<file path="src/rtl/arf038b128e1r1w0cbbehraa4acw_rcb_pwr_ctl.sv">
// Regional clock-block power controller.
// It sequences the regional power enable (RPEn) around array activity and waits
// a fixed settle time before ActRdy. An idle-hold window keeps the clock running
// across short gaps in activity. LCP bits are frozen whenever the clock is on.
//
// Ports
//   CkGridX1N  in   grid clock; every state update is on its rising edge
//   Rst        in   synchronous active-high reset
//   ActReq     in   activity request from array control
//   IdleHold   in   idle cycles to keep the clock running after ActReq drops
//   OvrdCfg    in   software power override request
//   LcpCfg     in   LCP configuration {Fd,Rd}
//   RPEn       out  regional power enable (1 = functional)
//   RPOvrd     out  regional power override (OvrdCfg delayed one cycle)
//   Fd, Rd     out  LCP bits, loaded only while idle
//   ActRdy     out  clock running and settled
//   St         out  FSM state for debug (IDLE=00 WAKE=01 ACTIVE=10 HOLD=11)
module arf038b128e1r1w0cbbehraa4acw_rcb_pwr_ctl #(
    parameter int unsigned WAKE_CYC = 2,
    parameter int unsigned HOLD_W   = 4
) (
    input  logic              CkGridX1N,
    input  logic              Rst,
    input  logic              ActReq,
    input  logic [HOLD_W-1:0] IdleHold,
    input  logic              OvrdCfg,
    input  logic [1:0]        LcpCfg,
    output logic              RPEn,
    output logic              RPOvrd,
    output logic              Fd,
    output logic              Rd,
    output logic              ActRdy,
    output logic [1:0]        St
);

    // WAKE_CYC is limited to 1..15, so four bits hold any legal settle count
    localparam int unsigned WAKE_W = 4;

    typedef enum logic [1:0] {
        ST_IDLE   = 2'b00,
        ST_WAKE   = 2'b01,
        ST_ACTIVE = 2'b10,
        ST_HOLD   = 2'b11
    } state_e;

    state_e            st_q, st_d;
    logic [WAKE_W-1:0] wake_cnt_q, wake_cnt_d;
    logic [HOLD_W-1:0] hold_cnt_q, hold_cnt_d;
    logic [1:0]        lcp_q, lcp_d;
    logic              rpen_q, actrdy_q, ovrd_q;

    // Next-state and counter logic
    always_comb begin
        st_d       = st_q;
        wake_cnt_d = wake_cnt_q;
        hold_cnt_d = hold_cnt_q;
        // LCP only tracks the config while idle; the IDLE-cycle load is the last one
        lcp_d      = (st_q == ST_IDLE) ? LcpCfg : lcp_q;

        case (st_q)
            ST_IDLE: begin
                if (ActReq) begin
                    // With override already active the clock is running: skip settle
                    if (ovrd_q) begin
                        st_d = ST_ACTIVE;
                    end else begin
                        st_d       = ST_WAKE;
                        wake_cnt_d = WAKE_W'(WAKE_CYC);
                    end
                end
            end
            ST_WAKE: begin
                // Wake always completes; ActReq is not looked at until ACTIVE
                if (wake_cnt_q <= WAKE_W'(1)) begin
                    st_d = ST_ACTIVE;
                end
                if (wake_cnt_q != '0) begin
                    wake_cnt_d = wake_cnt_q - WAKE_W'(1);
                end
            end
            ST_ACTIVE: begin
                if (!ActReq) begin
                    if (IdleHold == '0) begin
                        st_d = ST_IDLE;
                    end else begin
                        st_d       = ST_HOLD;
                        hold_cnt_d = IdleHold;
                    end
                end
            end
            ST_HOLD: begin
                if (ActReq) begin
                    st_d = ST_ACTIVE;
                end else begin
                    if (hold_cnt_q <= HOLD_W'(1)) begin
                        st_d = ST_IDLE;
                    end
                    if (hold_cnt_q != '0) begin
                        hold_cnt_d = hold_cnt_q - HOLD_W'(1);
                    end
                end
            end
            default: st_d = ST_IDLE;
        endcase
    end

    // State, counters and registered outputs
    always_ff @(posedge CkGridX1N) begin
        if (Rst) begin
            st_q       <= ST_IDLE;
            wake_cnt_q <= '0;
            hold_cnt_q <= '0;
            lcp_q      <= '0;
            rpen_q     <= 1'b0;
            actrdy_q   <= 1'b0;
            ovrd_q     <= 1'b0;
        end else begin
            st_q       <= st_d;
            wake_cnt_q <= wake_cnt_d;
            hold_cnt_q <= hold_cnt_d;
            lcp_q      <= lcp_d;
            rpen_q     <= (st_d != ST_IDLE);
            actrdy_q   <= (st_d == ST_ACTIVE) || (st_d == ST_HOLD);
            ovrd_q     <= OvrdCfg;
        end
    end

    assign St     = st_q;
    assign RPEn   = rpen_q;
    assign ActRdy = actrdy_q;
    assign RPOvrd = ovrd_q;
    assign Fd     = lcp_q[1];
    assign Rd     = lcp_q[0];

endmodule

</file>
<file path="config.mk">
export PLATFORM = sky130hd
export DESIGN_NAME = arf038b128e1r1w0cbbehraa4acw_rcb_pwr_ctl
export DESIGN_NICKNAME = d
export VERILOG_FILES = /design/src/rtl/arf038b128e1r1w0cbbehraa4acw_rcb_pwr_ctl.sv
export SDC_FILE = /design/constraint.sdc
export NUM_CORES = 1
export LEC_CHECK = 0
export ABC_CLOCK_PERIOD_IN_PS = 4500
export CAP_MARGIN = 20
export CORE_MARGIN = 3
export CORE_UTILIZATION = 55
export DETAILED_ROUTE_END_ITERATION = 6
export DONT_BUFFER_PORTS = 1
export PLACE_DENSITY = 0.7
export SLEW_MARGIN = 20
export SYNTH_ARGS = -nofsm -noshare
export SYNTH_HDL_FRONTEND = slang
export SYNTH_SLANG_ARGS = --single-unit
export TNS_END_PERCENT = 20
</file>
<file path="constraint.sdc">
create_clock -name CkGridX1N -period 4.5 [get_ports CkGridX1N]
set_input_delay 0.9 -clock CkGridX1N [delete_from_list [all_inputs] [get_ports CkGridX1N]]
set_output_delay 0.9 -clock CkGridX1N [all_outputs]
set_load 0.02 [all_outputs]
</file>
==> reports/results.env, run 1 <==
RESULT_OF_THE_RUN='finished, final reports clean'
CTS.HOLD.BUFFERS_ADDED=0
POSTCTSSETUPREPAIRBUFS=0
POWER_DENSITY_mW_PER_MM2=426
SYNTHCELLS=96
PLACE.PORT_BUFFERS=0
WORST_SETUP_PATH_START_KIND='register'
VIA_COUNT=655
OVERFLOW=0
FIRSTDRTPASSITERS=4
FINALHOLDWORSTSLACK_PS=505
AREA_GROWTH_SYN_TO_FIN_PCT=3.36
POWER_LEAKAGE_uW=0.000319
POWER.IR.VDD_WORST_uV=228
CRITPATHCAPTURETYPE='output pin'
ROWS=13
CLOCK_INSERTION_DELAY_WORST_SKEW_PS=280
DETAIL_ROUTE.WL_PER_CELL_UM=13.1
CLOCK_SINKS=14
GRT_MAX_DEGREE=15
SKEW_PS=0.239
DRIVE_GT1_FRAC=0.125
ANTENNA_FOUND_INITIAL=0
DIE_X_UM=44.6
TRITONCTS='yes'
DRT-VIAS-PER-INSTANCE=5.90
DPL.HPWL_UM=1110
SYN_AREA_UM2=818
TIMING.FINAL.SETUP_VIOLATIONS=0
SYN-MEAN-INSTANCE-AREA_UM2=8.52
ARRIVAL_PS=1090
CP_DATA_REQUIRED_TIME_PS=3600
SYNTH.YOSYS.SEQ_AREA_SHARE=0.343
SYNTH_FP_NETS=110
GP_CONGESTION=0.789
GRT_PASS1_WL_UM=2410
WORST_SETUP_HOLD_PATH_CLK_SLEW_PS=80
MAX-SLEW-MARGIN-REL=0.510
POSTROUTEANTENNANETS=0
INITIALDRTVIOLATIONCOUNT=14
REGISTER_BIT_TOTAL_FROM_SYNTHESIS=14
FINAL_MIN_PERIOD_OVER_CLOCK_PERIOD=0.441
FLOORPLAN.DIE.HEIGHT_UM=44.6
CRITICAL_PATH_CLASS='reg2out'
DIE-AREA_MM2=0.00199
N_ANTENNA_CELL=0
DRCVIOLATIONCOUNT=0
TOTAL_ROUTING_RESOURCE_UTILIZATION_AFTER_GLOBAL_ROUTING=0.163
SYNTH.LIB_CELLS_USED.DISTINCT=34
IOPINCOUNT=17
DRV.MAX_CAP_VIOLATION_COUNT=0
POST_CTS_RESIZE_COUNT=0
CTS.PATH.MAX_BUFFERS=2
NUM-NETS-FINAL=111
TOTALNEGATIVESETUPSLACK_PS=0
LAYOUT_COMMON_CELLS='dfxtp_1, nor2_1, o21ai_0'
CRITICAL_PATH.MAX_FANOUT=12
FLOORPLAN.CORE_AREA_MM2=0.00135
FINALWORSTPATHREQUIREDPERIOD_PS=1990
TIMING.FMAX_MHz=504
LAYOUT_COMMONEST_CELL='dfxtp_1'
SETUP_REPAIR_AFTER_GLOBAL_ROUTING_MISSED_ITS_MARGIN='no'
WORSTHOLDPATHTYPE='reg2reg'
START_UTIL=0.606
CTS-BUFFERS-INSERTED=3
GRT_PASS1_VIAS=587
CTS_HTREE_LEVELS=1
CLK_ROOT_BUFFER_CELL='clkbuf_4'
SYNTH-WARNING-COUNT=0
REPORT.FINAL.SLEW_VIOL_COUNT=0
MAX_SLEW.WORST_PIN.SLEW_PS=733
DRT-TOTAL-WL_UM=1460
HOLD_VIOLATIONS=0
==> routing by layer <==
layer  global-route usage  part of all wire
met5                    0                 0
met4               0.0422            0.0096
met3               0.0732             0.085
met2                0.261              0.44
met1                0.198              0.47
==> cell families (layout without fill, tap and decap cells) <==
group	after synthesis	count (layout)	synth area share
compound gates	30	30	0.249
buf+inv	10	10	0.0612
simple gates	36	36	0.260
mux	2	2	0.0260
flops	14	14	0.343
fa+ha+maj	4	4	0.0612
==> registers in the layout, summed over array words and instances, names as in the netlist <==
register,count
hold_cnt_q,4
wake_cnt_q,4
St,2
lcp_q,2
RPEn,1
RPOvrd,1
==> cell usage after synthesis, drive strengths merged <==
master,number,share of area
nand2,6,0.028
nor2b,3,0.023
dfxtp,14,0.34
o211a,2,0.024
nor4b,1,0.029
or4,1,0.014
or3b,1,0.011
nand4bb,1,0.014
or3,3,0.023
nand2b,2,0.015
nor2,10,0.046
a211oi,3,0.028
inv,6,0.028
a21o,1,0.0092
nor3,3,0.018
mux2,1,0.014
a21boi,2,0.018
clkbuf,1,0.0046
nand3,1,0.0061
and2,1,0.0077
mux2i,1,0.012
nor4,1,0.0077
a21oi,10,0.075
and2b,1,0.0092
nor3b,1,0.0092
buf,3,0.029
a311oi,1,0.018
o21ai,10,0.061
ha,4,0.061
o211ai,1,0.015
==> through the flow <==
stage / util / power, uW / worst slack (ps) / area [um2] / cells
4_1_cts: 0.627 / 364 / 2510 / 846 / 111
3_3_place_gp: 0.600 / 272 / 2420 / 810 / 107
3_5_place_dp: 0.600 / 274 / 2400 / 810 / 107
5_1_grt: 0.627 / 385 / 2460 / 846 / 111
2_1_floorplan: - / 265 / 2450 / 818 / 96
6_report: 0.627 / 361 / 2510 / 846 / 111
==> final timing paths <==
path | cells past startpoint | from | slack, ps | end
hold reg to reg | 2 | wake_cnt_q[1] | 510 | wake_cnt_q[1]
setup / recovery | 0 | St[1] | 2510 | St[1]
hold / removal | 2 | wake_cnt_q[1] | 510 | wake_cnt_q[1]
setup reg to reg | 4 | St[1] | 2690 | hold_cnt_q[0]
==> final cells by class <==
type                            instances  area (um2)
Tap cell                               15        18.8
Sequential cell                        14         280
Multi-Input combinational cell         72         488
Clock buffer                            4        36.3
Fill cell                             121         504
Inverter                                6        22.5
==> where the power goes <==
part / internal (uW) / total, uW / leakage (uW) / switching, uW
combinational: 45.3 / 94.1 / 0.000183 / 48.7
clock: 49.3 / 89.4 / 0.0000210 / 40.0
sequential: 141 / 177 / 0.000115 / 36.2
total: 236 / 361 / 0.000319 / 125
Note: power is estimated with default switching activity, not from simulation.
==> run 2: changes to the inputs <==
- ABC_CLOCK_PERIOD_IN_PS: 4500 -> 1900
- clock period: 4.5 -> 1.9 ns (I/O delays scaled with it)
==> run 2 against run 1 <==
  * Sequential power increased by 120%
  * Critical endpoint is now wake_cnt_q[1]
  * Utilization increased by 1.1 points
  * Non-clock buffer count increased by 2
  * Clock power increased to 2.5 times the previous value
  * Largest cell class unchanged
  * Sequential cell count unchanged
  * Clock-buffer cell count unchanged
  * Total power increased by 150%
  * Hold slack got worse by 360 ps
  * Routed wire length increased by 17%
  * Via count increased by 6.7%
==> reports/results.env, run 2 (same netlist as run 1, synthesis figures left out) <==
ANTENNA_FOUND_INITIAL=0  # unchanged
CTS_HTREE_LEVELS=1  # unchanged
NUM-NETS-FINAL=113  # +1.8%
DRIVE_GT1_FRAC=0.143  # +0.0179
POST_CTS_RESIZE_COUNT=0  # unchanged
WORST_PATH_MAX_DELAY_CELL='or3b_2'
POSTROUTEANTENNANETS=0  # unchanged
CLOCK_SINKS=14  # unchanged
DPL.HPWL_UM=1200  # +8.2%
DRT-VIAS-PER-INSTANCE=6.19  # +4.8%
GRTUSAGEMET1=0.217  # +0.0190
POSTCTSSETUPREPAIRBUFS=0  # unchanged
FINAL_MIN_PERIOD_OVER_CLOCK_PERIOD=0.887
MAX-SLEW-MARGIN-REL=0.756  # +0.246
DETAIL_ROUTE.WL_PER_CELL_UM=15.1  # +15%
DRCVIOLATIONCOUNT=0  # unchanged
CRIT_PATH_MAX_INCR_DELAY_PS=480
TOTAL_ROUTING_RESOURCE_UTILIZATION_AFTER_GLOBAL_ROUTING=0.196  # +0.0330
FIRSTDRTPASSITERS=4  # unchanged
MAX_SLEW.WORST_PIN.SLEW_PS=364  # -370 ps
WORSTHOLDPATHTYPE='in2reg'
FIN_WS_PS=214  # -2300 ps
FLOORPLAN.DIE.HEIGHT_UM=44.6  # unchanged
WORST_REG_TO_REG_SETUP_SLACK_PS=210  # -2480 ps
CP_DATA_REQUIRED_TIME_PS=2110  # -1490 ps
MULTI_INPUT_AREA_UM2=488  # unchanged
TOTALNEGATIVESETUPSLACK_PS=0  # unchanged
RESULT_OF_THE_RUN='finished, final reports clean'
DRV.MAX_CAP_VIOLATION_COUNT=0  # unchanged
POWER.IR.VDD_WORST_uV=528  # +130%
WORSTPATHCELLLIST='inv_1 -> ha_1 -> or3b_2 -> a21oi_4 -> nor2_1 -> a211oi_1'
GRT_MAX_DEGREE=14  # -1
POWER_LEAKAGE_uW=0.000329  # +3.3%
CLK_ROOT_BUFFER_CELL='clkbuf_4'
START_UTIL=0.606  # unchanged
CRITICAL_PATH_CLASS='reg2reg'
HOLD_VIOLATIONS=0  # unchanged
LAYOUT_COMMONEST_CELL='dfxtp_1'
FINALWORSTPATHREQUIREDPERIOD_PS=1690
POWER_FRAC_CLOCK=0.254  # +0.006
CELL_INTERNAL_PWR_uW=568  # +140%
P_COMB_FRAC=0.298  # +0.037
DRT-TOTAL-WL_UM=1700  # +17%
CRITPATHCAPTURETYPE='register'
R2R-END='wake_cnt_q[1]'
USE_MET2=0.315  # +0.0544
HOLD-PATH-CELL-COUNT=1  # -1
CTS.PATH.MAX_BUFFERS=2  # unchanged
INITIALDRTVIOLATIONCOUNT=21  # +7
FILLCELLCOUNT=104  # -14%
CRITICAL_PATH.N_BUFFERS_INVERTERS=1
WORST_SETUP_PATH_START_KIND='register'
CTS.HOLD.BUFFERS_ADDED=0  # unchanged
AREA_GROWTH_SYN_TO_FIN_PCT=5.20
GROUTE.LAYER.MET3.USAGE=0.0691  # -0.00407
PLACE.PORT_BUFFERS=0  # unchanged
SEQUENTIAL_CELL_AREA_UM2=280  # unchanged
FF2FF_PATH_DEPTH=6  # +2
VIA_COUNT=699  # +6.7%
REPORT.FINAL.SLEW_VIOL_COUNT=0  # unchanged
HOLD_PATH.STARTPOINT='Rst'
SKEW_PS=6.77  # +6.53 ps
SETUP_REPAIR_AFTER_GLOBAL_ROUTING_MISSED_ITS_MARGIN='no'
LARGESTREGISTERS='hold_cnt_q (4), wake_cnt_q (4)'
GP_CONGESTION=0.797  # +1.0%
CRITICAL_PATH.MAX_FANOUT=7  # -5
FLOORPLAN.CORE_AREA_MM2=0.00135  # unchanged
TIMING.FMAX_MHz=593
GRT_PASS1_VIAS=617  # +5.1%
TOP_USAGE_LAYER='met2'
TIMING.CRITICAL_PATH.MAX_DELAY_FAMILY='simple AND/OR/NAND/NOR gates'
POWER_SWITCHING_SHARE=0.358  # +0.0116
LAYOUT_COMMON_CELLS='dfxtp_1, nor2_1, o21ai_0'
WORST_SETUP_HOLD_PATH_CLK_SLEW_PS=90  # about the same
RR_STARTPOINT='wake_cnt_q[0]'
FINAL_CORE_UTIL=0.638  # +0.0111
WORSTHOLDENDPOINT='hold_cnt_q[0]'
IOPINCOUNT=17  # unchanged
DIE_X_UM=44.6  # unchanged
ROWS=13  # unchanged
PLACE_WS_PS=246  # -2160 ps
DIE-AREA_MM2=0.00199  # unchanged
POWER.SEQUENTIAL.FRACTION=0.448  # -0.043
TRITONCTS='yes'
ARRIVAL_PS=1890  # +800 ps
CTS-BUFFERS-INSERTED=3  # unchanged
GRT_PASS1_WL_UM=2730  # +13%
N_ANTENNA_CELL=0  # unchanged
CLOCK_INSERTION_DELAY_WORST_SKEW_PS=290  # about the same
OVERFLOW=0  # unchanged
SW_POWER_uW=317  # +150%
TIMING.FINAL.SETUP_VIOLATIONS=0  # unchanged
POWER_DENSITY_mW_PER_MM2=1030  # +140%
## run 2: changes by cell type in the layout (fill, tap and decap cells not counted)
| cell | previous run | this run |
|---|---|---|
| buf_4 | 0 | 2 |
## run 2: cell type report
type	count	share of cell area
clock buffers	4	0.0422
inverters	6	0.0262
multi-input cells	72	0.567
flip-flops and latches	14	0.326
well taps	15	0.0218
repair buffers	2	0.0174
## run 2: worst max-delay path by stage
stage	cells after the start	startpoint	end	slack (ps)
3_3_place_gp	6	wake_cnt_q[1]	wake_cnt_q[0]	280
2_1_floorplan	6	wake_cnt_q[0]	wake_cnt_q[0]	330
3_5_place_dp	6	wake_cnt_q[0]	wake_cnt_q[1]	250
4_1_cts	6	wake_cnt_q[0]	wake_cnt_q[1]	220
6_report	6	wake_cnt_q[0]	wake_cnt_q[1]	210
5_1_grt	6	wake_cnt_q[0]	wake_cnt_q[1]	80
## run 2: worst register-to-register path, stage by stage (launching register included)
cell and delay, ps:
dfxtp_1 360, inv_1 70, ha_1 170, or3b_2 480, a21oi_4 250, nor2_1 80
a211oi_1 200
## run 2: through the flow
step	instances	cell area [um2]	total power, uW	hold slack [ps]
global placement	109	825	655	452
finish	113	861	885	143
global route	113	861	945	128
detailed placement	109	825	663	453
CTS	113	861	890	134
floorplan	96	818	628	448
## run 2: layer usage
metal  wire length [um]  part of all wire
met1                753              0.44
met2                775              0.46
met3                125             0.073
met4                 46             0.027
met5                  0                 0
## run 2: power by group through the flow
| stage | Sequential (uW) | Clock [uW] | Combinational [uW] |
|---|---|---|---|
| 2_1_floorplan | 394 | 0 | 234 |
| 3_3_place_gp | 402 | 0 | 254 |
| 5_1_grt | 406 | 245 | 294 |
| 4_1_cts | 396 | 230 | 264 |
| 6_report | 396 | 225 | 264 |
| 3_5_place_dp | 403 | 0 | 259 |
==> run 3: changes to the inputs <==
- CELL_PAD_IN_SITES_DETAIL_PLACEMENT: not set -> 0
- CELL_PAD_IN_SITES_GLOBAL_PLACEMENT: not set -> 2
- CORE_ASPECT_RATIO: not set -> 0.8
- CORE_UTILIZATION: 55 -> 29
- DONT_BUFFER_PORTS: 1 -> not set
- PLACE_DENSITY: 0.7 -> not set
- PLACE_DENSITY_LB_ADDON: not set -> 0.1
==> run 3 against run 2 <==
  * Final area up 25%
  * Cell count up 37%
  * Critical path type is now reg2out
  * Sequential share of layout area down 6.5 points
  * Fmax shrank 5.7%
  * Sequential cell count is the same
  * Via count increased by 4.7%
  * Critical endpoint is now St[1]
  * First-iteration DRC count fell by 33%
  * Setup slack got worse by 100 ps
  * Largest cell class unchanged
  * Non-clock buffer count grew 22
  * Hold slack better by 330 ps
  * Sequential power decreased by 4%
==> reports/results.env, run 3 (same netlist as run 1, synthesis figures left out) <==
RESULT_OF_THE_RUN='finished, final reports clean'
FINALHOLDWORSTSLACK_PS=477  # +334 ps
VIA_COUNT=732  # +4.7%
WORST_SETUP_PATH_START_KIND='register'
CLK_ROOT_BUFFER_CELL='clkbuf_4'
CRITICAL_PATH_CLASS='reg2out'
ANTENNA_FOUND_INITIAL=0  # unchanged
FLOORPLAN.CORE_AREA_MM2=0.00256  # +90%
FINAL_CORE_UTIL=0.421  # -0.216
SETUP_REPAIR_AFTER_GLOBAL_ROUTING_MISSED_ITS_MARGIN='no'
CRIT_PATH_MAX_INCR_DELAY_PS=650  # +170 ps
WORSTHOLDPATHTYPE='reg2reg'
WORSTPATHCELLLIST='clkdlybuf4s50_1'
TRITONCTS='yes'
GRT_PASS1_VIAS=698  # +13%
GP_CONGESTION=0.797  # about the same
CRITICAL_PATH.N_BUFFERS_INVERTERS=1  # unchanged
HOLD_VIOLATIONS=0  # unchanged
SKEW_PS=4.69  # -2.08 ps
GRT_MAX_DEGREE=13  # -1
DIE-AREA_MM2=0.00350  # +76%
CTS.HOLD.BUFFERS_ADDED=0  # unchanged
GRT_PASS1_WL_UM=3310  # +21%
WORST_SETUP_HOLD_PATH_CLK_SLEW_PS=90  # about the same
CLOCK_SINKS=14  # unchanged
ARRIVAL_PS=1410  # -480 ps
INITIALDRTVIOLATIONCOUNT=14  # -33%
POWER_LEAKAGE_uW=0.000410  # +25%
POSTCTSSETUPREPAIRBUFS=0  # unchanged
POWER.IR.VDD_WORST_uV=393  # -26%
POSTROUTEANTENNANETS=0  # unchanged
DRIVE_GT1_FRAC=0.168  # +0.0252
LAYOUT_COMMON_CELLS='clkdlybuf4s50_1, dfxtp_1, nor2_1, o21ai_0, a21oi_1'
TIMING.FINAL.SETUP_VIOLATIONS=0  # unchanged
WORST_PATH_MAX_DELAY_CELL='clkdlybuf4s50_1'
FINAL_MIN_PERIOD_OVER_CLOCK_PERIOD=0.941  # +0.0537
CRITPATHCAPTURETYPE='output pin'
REPORT.FINAL.SLEW_VIOL_COUNT=0  # unchanged
TOTAL_ROUTING_RESOURCE_UTILIZATION_AFTER_GLOBAL_ROUTING=0.129  # -0.0677
PLACE.PORT_BUFFERS=16  # +16
DRT-VIAS-PER-INSTANCE=4.72  # -24%
DRT-TOTAL-WL_UM=1900  # +12%
TIMING.CRITICAL_PATH.MAX_DELAY_FAMILY='buffers and inverters'
AREA_GROWTH_SYN_TO_FIN_PCT=32.0
NUM-NETS-FINAL=135  # +19%
FINALWORSTPATHREQUIREDPERIOD_PS=1790  # +102 ps
DETAIL_ROUTE.WL_PER_CELL_UM=12.2  # -19%
FLOORPLAN.DIE.HEIGHT_UM=53.5  # +20%
DRCVIOLATIONCOUNT=0  # unchanged
CRITICAL_PATH.MAX_FANOUT=12  # +5
CTS_HTREE_LEVELS=1  # unchanged
MAX_SLEW.WORST_PIN.SLEW_PS=360  # -3.50 ps
DPL.HPWL_UM=1480  # +23%
TOTALNEGATIVESETUPSLACK_PS=0  # unchanged
OVERFLOW=0  # unchanged
START_UTIL=0.319  # -0.287
CP_DATA_REQUIRED_TIME_PS=1520  # -590 ps
DRV.MAX_CAP_VIOLATION_COUNT=0  # unchanged
DIE_X_UM=65.4  # +47%
LARGESTREGISTERS='hold_cnt_q (4), wake_cnt_q (4)'
TIMING.FMAX_MHz=559  # -5.7%
N_ANTENNA_CELL=0  # unchanged
POWER_DENSITY_mW_PER_MM2=850  # -17%
CLOCK_INSERTION_DELAY_WORST_SKEW_PS=280  # about the same
CTS-BUFFERS-INSERTED=3  # unchanged
CTS.PATH.MAX_BUFFERS=2  # unchanged
ROWS=16  # +3
MAX-SLEW-MARGIN-REL=0.759  # +0.00260
LAYOUT_COMMONEST_CELL='clkdlybuf4s50_1'
IOPINCOUNT=17  # unchanged
FIRSTDRTPASSITERS=4  # unchanged
FILLCELLCOUNT=307  # +200%
run 3: changes by cell type in the layout (fill, tap and decap cells not counted), sizes merged:
cell | previous run | this run
clkbuf | 4 | 3
clkdlybuf4s50 | 0 | 16
buf | 2 | 8
run 3: path summary, 6_finish.rpt:
kind	start	to	slack (ps)	cells past startpoint
max	St[1]	St[1]	110	1
min	lcp_q[0]	lcp_q[0]	480	2
max reg2reg	wake_cnt_q[0]	wake_cnt_q[0]	150	7
min reg2reg	lcp_q[0]	lcp_q[0]	480	2
run 3: power breakdown:
part / internal, uW / switching (uW) / leakage, uW
registers: 335 / 45.6 / 0.000115
logic: 183 / 183 / 0.000281
clock network: 73.5 / 96.9 / 0.0000138
total: 592 / 326 / 0.000410
run 3: area by class of cell:
type	count	area, um2	share of cell area
multi-input combinational	72	488	0.452
sequential	14	282	0.261
timing repair buffer	24	220	0.204
tap	36	45.0	0.0417
clock buffer	3	22.5	0.0209
inverter	6	22.5	0.0209
run 3: per-layer routing:
| metal | track usage | vias to the layer above | part of all wire |
|---|---|---|---|
| met3 | 0.0531 | 2 | 0.053 |
| met2 | 0.185 | 13 | 0.41 |
| met5 | 0 | - | 0 |
| li1 | - | 388 | - |
| met4 | 0.0414 | 0 | 0.0042 |
| met1 | 0.174 | 329 | 0.54 |
run 3: worst register-to-register path, cell delays in order, from the launching register on:
cell     delay, ps
dfxtp_1        350
inv_1           70
ha_1           180
or3b_2         490
a21oi_4        200
buf_4          150
mux2i_1        170
nor2_1          50
run 3: timing repair:
item / 4_1_cts / 5_1_grt
endpoints found under the hold margin: 0 / 0
resized for setup: 1 / 0
setup endpoints to repair: 2 / 0
run 3: stage by stage:
step | instance area [um2] | total power (uW) | worst slack (ps) | instances
2_1_floorplan | 818 | 628 | 328 | 96
3_3_place_gp | 1060 | 756 | -95.2 | 152
3_5_place_dp | 1060 | 755 | -113 | 152
4_1_cts | 1080 | 932 | 89.5 | 155
5_1_grt | 1080 | 992 | 25.9 | 155
6_report | 1080 | 918 | 112 | 155
